File: config.mk
export PLATFORM = sky130hd
export DESIGN_NAME = spi_peripheral
export DESIGN_NICKNAME = d
export VERILOG_FILES = /design/src/rtl/spi_peripheral.sv
export SDC_FILE = /design/constraint.sdc
export NUM_CORES = 1
export LEC_CHECK = 0
export BUFFER_PORTS_ARGS = -buffer_cell sky130_fd_sc_hd__buf_2
export CAP_MARGIN = 20
export CORE_UTILIZATION = 40
export DETAILED_ROUTE_END_ITERATION = 16
export GPL_TIMING_DRIVEN = 0
export PLACE_DENSITY = 0.59
export SETUP_SLACK_MARGIN = 0.05
export SYNTH_ARGS = -nofsm -noshare
export SYNTH_HDL_FRONTEND = slang
export SYNTH_SLANG_ARGS = --single-unit
File: constraint.sdc
create_clock -name clk -period 2.09 [get_ports clk]
set_input_delay 0.627 -clock clk [delete_from_list [all_inputs] [get_ports clk]]
set_output_delay 0.627 -clock clk [all_outputs]
set_load 0.005 [all_outputs]
File: src/rtl/spi_peripheral.sv
// SPI mode-0 write-only peripheral: five 8-bit configuration registers loaded from
// 16-bit frames {R/W, addr[6:0], data[7:0]} clocked in on sclk while ncs is low.
module spi_peripheral #(
  parameter int unsigned SYNC_STAGES = 2,
  parameter logic [6:0]  MAX_ADDR    = 7'h04
) (
  input  logic       clk,
  input  logic       rst,
  input  logic       ncs,
  input  logic       sclk,
  input  logic       copi,
  output logic [7:0] en_reg_out_7_0,
  output logic [7:0] en_reg_out_15_8,
  output logic [7:0] en_reg_pwm_7_0,
  output logic [7:0] en_reg_pwm_15_8,
  output logic [7:0] pwm_duty_cycle
);

  typedef enum logic {
    IDLE = 1'b0,
    RECV = 1'b1
  } state_e;

  localparam int unsigned NUM_REGS = 5;
  localparam logic [4:0]  CNT_FULL = 5'd16;
  localparam logic [4:0]  CNT_SAT  = 5'd17;

  // Synchronizer chains, one extra delay flop each for edge detection.
  logic [SYNC_STAGES-1:0] ncs_sync_q, sclk_sync_q, copi_sync_q;
  logic                   ncs_dly_q, sclk_dly_q, copi_dly_q;
  // Fills with ones after reset; until full, ncs_dly_q still holds its reset
  // value, so an ncs held low through reset must not look like a fresh fall.
  logic [SYNC_STAGES:0]   prime_q;

  state_e      state_q, state_d;
  logic [15:0] shift_q, shift_d;
  logic [4:0]  cnt_q, cnt_d;
  logic [7:0]  regs_q [NUM_REGS];
  logic [7:0]  regs_d [NUM_REGS];

  logic ncs_s, sclk_s, primed;
  logic ncs_fall, ncs_rise, sclk_rise;
  logic commit;

  // NOTE: every clocked element below uses non-blocking assignments so all flops
  // update together from the values they held before the edge.
  always_ff @(posedge clk) begin
    if (rst) begin
      ncs_sync_q  <= '1;
      sclk_sync_q <= '0;
      copi_sync_q <= '0;
      ncs_dly_q   <= 1'b1;
      sclk_dly_q  <= 1'b0;
      copi_dly_q  <= 1'b0;
      prime_q     <= '0;
    end else begin
      ncs_sync_q  <= {ncs_sync_q[SYNC_STAGES-2:0], ncs};
      sclk_sync_q <= {sclk_sync_q[SYNC_STAGES-2:0], sclk};
      copi_sync_q <= {copi_sync_q[SYNC_STAGES-2:0], copi};
      ncs_dly_q   <= ncs_sync_q[SYNC_STAGES-1];
      sclk_dly_q  <= sclk_sync_q[SYNC_STAGES-1];
      copi_dly_q  <= copi_sync_q[SYNC_STAGES-1];
      prime_q     <= {prime_q[SYNC_STAGES-1:0], 1'b1};
    end
  end

  assign ncs_s     = ncs_sync_q[SYNC_STAGES-1];
  assign sclk_s    = sclk_sync_q[SYNC_STAGES-1];
  assign primed    = prime_q[SYNC_STAGES];
  assign ncs_fall  = primed & ~ncs_s & ncs_dly_q;
  assign ncs_rise  = primed & ncs_s & ~ncs_dly_q;
  assign sclk_rise = sclk_s & ~sclk_dly_q;

  // NOTE: every signal assigned here gets a default first, so no path leaves a
  // value unassigned and no latch is inferred.
  always_comb begin
    state_d = state_q;
    shift_d = shift_q;
    cnt_d   = cnt_q;
    commit  = 1'b0;
    case (state_q)
      IDLE: begin
        if (ncs_fall) begin
          state_d = RECV;
          shift_d = '0;
          cnt_d   = '0;
        end
      end
      RECV: begin
        // ncs rise wins over a coincident sclk rise; decision uses pre-edge count.
        if (ncs_rise) begin
          state_d = IDLE;
          commit  = (cnt_q == CNT_FULL) && shift_q[15] && (shift_q[14:8] <= MAX_ADDR);
        end else if (ncs_fall) begin
          shift_d = '0;
          cnt_d   = '0;
        end else if (sclk_rise) begin
          // copi is stable across the whole low phase, so its delayed copy is valid here.
          shift_d = {shift_q[14:0], copi_dly_q};
          if (cnt_q != CNT_SAT) begin
            cnt_d = cnt_q + 5'd1;
          end
        end
      end
      default: state_d = IDLE;
    endcase
  end

  always_comb begin
    for (int i = 0; i < NUM_REGS; i++) begin
      regs_d[i] = regs_q[i];
      if (commit && (shift_q[14:8] == 7'(i))) begin
        regs_d[i] = shift_q[7:0];
      end
    end
  end

  // NOTE: the register file is only five bytes and its outputs must read 0 after
  // reset, so it is reset explicitly rather than left as an unreset memory.
  always_ff @(posedge clk) begin
    if (rst) begin
      state_q <= IDLE;
      shift_q <= '0;
      cnt_q   <= '0;
      for (int i = 0; i < NUM_REGS; i++) begin
        regs_q[i] <= '0;
      end
    end else begin
      state_q <= state_d;
      shift_q <= shift_d;
      cnt_q   <= cnt_d;
      for (int i = 0; i < NUM_REGS; i++) begin
        regs_q[i] <= regs_d[i];
      end
    end
  end

  assign en_reg_out_7_0  = regs_q[0];
  assign en_reg_out_15_8 = regs_q[1];
  assign en_reg_pwm_7_0  = regs_q[2];
  assign en_reg_pwm_15_8 = regs_q[3];
  assign pwm_duty_cycle  = regs_q[4];

endmodule

==> flow_summary.toml, run 1 <==
[run_status]
status = "finished, final reports clean"

[die]
core.rowCount = 30
io_pins = 45
die_area_sq_um = 7430
die_h_um = 86.2
initial_core_util_pct = 41.5
die_x_um = 86.2
coreArea_sq_um = 6830

[sta]
worst_hold_slack_ns = 0.410
setup_ws_ns = 0.158
fin_crit_sh_pct = 92.4
period_needed_ns = 1.93
max_slew.worst_pin.slew_ns = 0.567
rsz0062_at_grt = "false"
max_freq_mhz = 518
finalHoldViolations = 0
fin_worst_skew_ns = 0.00669
relSlewSlack_pct = 62.1
slew_violations = 0
tns_ns = 0
setup_viol = 0

[global_routing]
grtUsageTotal_pct = 17.5
grt_pass1_wl_um = 9930
grt_overflow = 0
grt_max_degree = 12
antenna_found_initial = 0
grt_pass1_vias = 2066

[worst_setup_path]
path_delay_family = "simple AND/OR/NAND/NOR gates"
worstSetupStartpointType = "register"
r2r_cells = 8
worstSetupPathType = "register to register"
crit_chain = "inv_1 > ha_1 > and4bb_1 > nand4_2 > buf_6 > or4b_4 > buf_8 > mux2i_1"
end_kind = "register"
cp_slowest_stage_delay_ns = 0.48
crit_fanout = 8
r2r-start = "cnt_q[1]"
reg2reg_to = "regs_q[0][14]"
cp_num_buf_inv = 3
cpMaxStageDelayCell = "or4b_4"
crit_arrival_ns = 2.16
critPathRequiredTime_ns = 2.32
r2r_slack_ns = 0.16

[route]
detail-route-antenna-nets = 0
via_per_inst = 4.88
drt_iter0_markers = 117
drc = 0
wl_um = 5980
vias = 2237
first_pass_iters = 4
wl_per_cell_um = 13.0

[cts]
cts_buffers = 9
clk_pin_slew_worst_paths_ns = 0.07
clock_sink_count = 74
clkLatencyLatePin_ns = 0.34
clockBufferDepth = 2
cts_hold_buf = 0
h-tree-depth = 3
root_buffer = "clkbuf_8"
cts_tree = "built"

[layout]
fillCellCount = 686
syn2layout_area_growth_pct = 18.5
drive_above_1_share_pct = 20.4
fin_nets = 366
antenna-diode-count = 0

[flow_run]
maxCapViolCount = 0

[yosys]
synth_area_leader_cell = "dfxtp_1"
ys_ff_latch = 74
synth_top_cell_area_share_pct = 52.3
synth-edff-count = 0
netlist_instances = 303
avgSynthCellArea_sq_um = 9.35
synth_nets = 311
ys_warn_count = 0
synthDistinctLibCells = 37
async_reset_ff_share_pct = 0
yosysMostFrequentCell = "dfxtp_1"
yosys-top-cells-area = "dfxtp_1 52%, mux2i_1 11%, nand2_1 9.4%"
ys_seq_area_share_pct = 52.3
synth_area_sq_um = 2830
synth-main-ff-cell = "dfxtp_1"
synth_common_cells = "74 x dfxtp_1, 71 x nand2_1, 32 x mux2i_1"

[placement]
post-place-ws_ns = 0.129
dp_hpwl_um = 4300
gp_congestion = 0.796
io_buffers = 44

[power_and_ir_drop]
power_density_nw_per_um2 = 729
p_leak_nw = 1.43
peakVddDrop_uv = 426
p_total_mw = 2.45

[hold_path]
min_to = "ncs_sync_q[1]"
min-delay-start = "ncs_sync_q[0]"
min_path_type = "register to register"
min_delay_path_depth = 1
## sequential cells by signal (all words and copies together) (netlist names)
name / flops
regs_q: 40
shift_q: 16
cnt_q: 5
prime_q: 3
copi_sync_q: 2
ncs_sync_q: 2
sclk_sync_q: 2
copi_dly_q: 1
ncs_dly_q: 1
sclk_dly_q: 1
state_q: 1
## kinds of logic (layout without fill, tap and decap cells)
group,count (synthesis),count (layout),synth area share [%]
compound gates,46,46,8.52
fa+ha+maj,3,3,1.32
buf+inv,24,83,3.84
flops,74,74,52.3
mux,32,32,11.3
simple gates,124,124,22.7
## worst max-delay path by stage
stage,endpoint,startpoint,slack (ns),cells after the start
after detailed placement,regs_q[0][8],cnt_q[0],0.13,8
after global routing,regs_q[0][14],cnt_q[0],0.06,8
after floorplan,regs_q[0][10],cnt_q[0],0.25,8
after global placement,regs_q[0][14],cnt_q[0],0.14,8
after CTS,regs_q[0][12],cnt_q[0],0.12,8
final,regs_q[0][14],cnt_q[1],0.16,8
## through the flow
stage	std cells	util (%)	area, sq um
after floorplan	303	-	2830
after global placement	443	46.5	3170
after detailed placement	443	46.5	3170
after CTS	458	49.0	3350
after global routing	458	49.2	3360
final	458	49.2	3360
## area by class of cell
type	instances	area, sq um	area share [%]
Timing Repair Buffer	45	228	6.78
Multi-Input combinational cell	205	1240	37.0
Buffer	18	93.8	2.79
Inverter	5	18.8	0.559
Clock inverter	2	12.5	0.372
Clock buffer	13	159	4.73
Tap cell	96	120	3.58
Sequential cell	74	1480	44.2
## cell usage in the layout, fill, tap and decap left out, drive strengths merged, types with 2 or more instances in the layout
master	netlist	routed
dfxtp	74	74
mux2i	32	32
nor2b	9	9
inv	5	5
and4bb	2	2
or4b	2	2
clkbuf	14	27
nand2	71	71
buf	5	49
and3b	2	2
ha	3	3
nor2	5	5
a21oi	31	31
nand3	12	12
nand4	3	3
o21ai	11	11
or2	4	4
nor3	3	3
## metal layers
| layer | track usage, % | routed length (um) | share of wire, % | vias to the layer above |
|---|---|---|---|---|
| met4 | 8.79 | 133 | 2.2 | 0 |
| li1 | - | - | - | 1133 |
| met5 | 0 | 0 | 0 | - |
| met1 | 21.7 | 2780 | 46 | 1058 |
| met2 | 29.0 | 2880 | 48 | 34 |
| met3 | 3.62 | 181 | 3.0 | 12 |
## where the power goes
| group | total (mW) | internal (mW) | switching (mW) |
|---|---|---|---|
| logic | 0.0496 | 0.0147 | 0.0349 |
| clock network | 0.977 | 0.489 | 0.489 |
| registers | 1.42 | 1.42 | 0.00442 |
## timing repair
| item | in CTS | in global routing |
|---|---|---|
| setup buffers | 0 | 1 |
| gates resized for setup | 0 | 6 |
| endpoints found under the setup margin | 0 | 27 |
Power figures use the tool's default switching activity.
==> inputs of run 2 (changes only) <==
--- a/config.mk
+++ b/config.mk
@@ -7,10 +7,10 @@
 export LEC_CHECK = 0
 export BUFFER_PORTS_ARGS = -buffer_cell sky130_fd_sc_hd__buf_2
 export CAP_MARGIN = 20
-export CORE_UTILIZATION = 40
+export CORE_UTILIZATION = 44
 export DETAILED_ROUTE_END_ITERATION = 16
 export GPL_TIMING_DRIVEN = 0
-export PLACE_DENSITY = 0.59
+export PLACE_DENSITY = 0.64
 export SETUP_SLACK_MARGIN = 0.05
 export SYNTH_ARGS = -nofsm -noshare
 export SYNTH_HDL_FRONTEND = slang
==> run 2 against run 1 <==
Effect of this change:
- via count decreased by 1.3%
- sequential power about the same
- largest cell class unchanged
- register-to-register slack about the same
- final cell count decreased by 4.1%
- critical path depth unchanged
- first-iteration DRC count decreased by 30%
- largest power group unchanged
- wire length decreased by 2.0%
- critical path type unchanged
==> flow_summary.toml, run 2 (synthesis results as in run 1) <==
[route]
wl_um = 5860
detail-route-antenna-nets = 0
first_pass_iters = 4
vias = 2209
drc = 0
drt_iter0_markers = 82
wl_per_cell_um = 13.3
via_per_inst = 5.03

[worst_setup_path]
crit_top_cell = "buf_6"
cp_slowest_stage_delay_ns = 0.47
end_kind = "register"
worstSetupStartpointType = "register"
crit_fanout = 8
cp_num_buf_inv = 3
r2r-start = "cnt_q[1]"
crit_chain = "inv_1 > ha_1 > and4bb_1 > nand4_2 > buf_6 > or4b_4 > buf_6 > mux2i_1"
critPathLaunch = "cnt_q[1]"
critPathRequiredTime_ns = 2.33
cpMaxStageDelayCell = "or4b_4"
path_delay_family = "simple AND/OR/NAND/NOR gates"
crit_arrival_ns = 2.17
worstSetupPathType = "register to register"

[flow_run]
maxCapViolCount = 0

[die]
initial_core_util_pct = 46.8
die_area_sq_um = 6770
coreArea_sq_um = 6060
io_pins = 45
die_h_um = 82.3
core.rowCount = 28
die_x_um = 82.3

[power_and_ir_drop]
p_total_mw = 2.65
p_leak_nw = 1.46
power_density_nw_per_um2 = 780
peakVddDrop_uv = 466

[global_routing]
antenna_found_initial = 0
grt_pass1_vias = 1973
grt_overflow = 0
grt_pass1_wl_um = 9320
grt_max_degree = 12
grtUsageTotal_pct = 19.0

[sta]
fin_worst_skew_ns = 0.00522
tns_ns = 0
max_slew.worst_pin.slew_ns = 0.524
rsz0062_at_grt = "false"
fin_crit_sh_pct = 92.3
max_freq_mhz = 519
setup_viol = 0
period_needed_ns = 1.93
finalHoldViolations = 0
relSlewSlack_pct = 65.0
slew_violations = 0
setup_ws_ns = 0.162

[cts]
clockBufferDepth = 2
cts_tree = "built"
root_buffer = "clkbuf_8"
clkLatencyLatePin_ns = 0.35
cts_buffers = 9
clk_pin_slew_worst_paths_ns = 0.07
clock_sink_count = 74
h-tree-depth = 3
cts_hold_buf = 0

[placement]
post-place-ws_ns = 0.105
gp_congestion = 0.742
dp_hpwl_um = 4150
io_buffers = 44
dp.cells = 422

[layout]
finalNonFillerCells = 439
layout_common_cells = "73 x dfxtp_1, 71 x nand2_1, 46 x buf_2"
final_common_cell = "dfxtp_1"
largest-register = "regs_q"
syn2layout_area_growth_pct = 19.7
antenna-diode-count = 0
largest_reg_flops = 40
drive_above_1_share_pct = 20.6
fin_nets = 367
final_util_pct = 56.0
reg.largest.list = "regs_q: 40 flops, shift_q: 16 flops, cnt_q: 5 flops"

[run_status]
status = "finished, final reports clean"

[hold_path]
min_path_type = "register to register"
min-delay-start = "ncs_sync_q[0]"
## run 2: changes by cell type in the layout (fill, tap and decap cells not counted)
| cell | change |
|---|---|
| buf_8 | -1 |
| dfxtp_1 | +1 |
| bufinv_16 | +1 |
| buf_6 | +1 |
| clkinv_2 | -1 |
| clkinvlp_4 | -1 |
| buf_12 | +1 |
| dfxtp_2 | -1 |
| clkbuf_8 | +2 |
## run 2: timing repair
item	4_1_cts	5_1_grt
setup endpoints to repair	0	32
resized for setup	0	4
buffers inserted	0	2
## run 2: path summary, 6_finish.rpt
| check | slack [ns] | endpoint | cells after the start |
|---|---|---|---|
| setup / recovery | 0.16 | regs_q[0][12] | 8 |
| hold / removal | 0.41 | ncs_sync_q[1] | 1 |
| setup reg to reg | 0.16 | regs_q[0][12] | 8 |
| hold reg to reg | 0.41 | ncs_sync_q[1] | 1 |
## run 2: worst register-to-register path: stages (launching register included)
cell      delay [ns]
dfxtp_1         0.33
inv_1           0.08
ha_1            0.14
and4bb_1        0.23
nand4_2         0.13
buf_6           0.14
or4b_4          0.47
buf_6           0.17
mux2i_1         0.12
## run 2: stage by stage
stage          hold slack (ns)  instance area, sq um
6_report                 0.411                  3390
5_1_grt                  0.429                  3390
4_1_cts                  0.415                  3360
3_5_place_dp             0.399                  3150
3_3_place_gp             0.392                  3150
2_1_floorplan            0.389                  2830
## run 2: layout make-up
cell class | count | area [sq um]
flip-flops and latches | 74 | 1480
well taps | 75 | 93.8
repair buffers | 46 | 248
clock inverters | 1 | 30.0
clock buffers | 15 | 186
plain buffers | 18 | 90.1
fillers | 572 | 2670
multi-input cells | 205 | 1240
inverters | 5 | 18.8
## run 2: routing by layer
metal	wire, um	global-route usage [%]	vias to the layer above	part of all wire, %
met4	131	9.47	0	2.2
li1	-	-	1137	-
met3	173	3.96	11	3.0
met2	2790	31.6	32	48
met5	0	0	-	0
met1	2760	23.1	1029	47
## run 2: report_power, final
| part | switching [mW] | internal [mW] | total (mW) | leakage, nW |
|---|---|---|---|---|
| clock network | 0.489 | 0.683 | 1.17 | 0.110 |
| registers | 0.00433 | 1.42 | 1.42 | 0.599 |
| logic | 0.0350 | 0.0147 | 0.0497 | 0.751 |
| total | 0.529 | 2.12 | 2.65 | 1.46 |
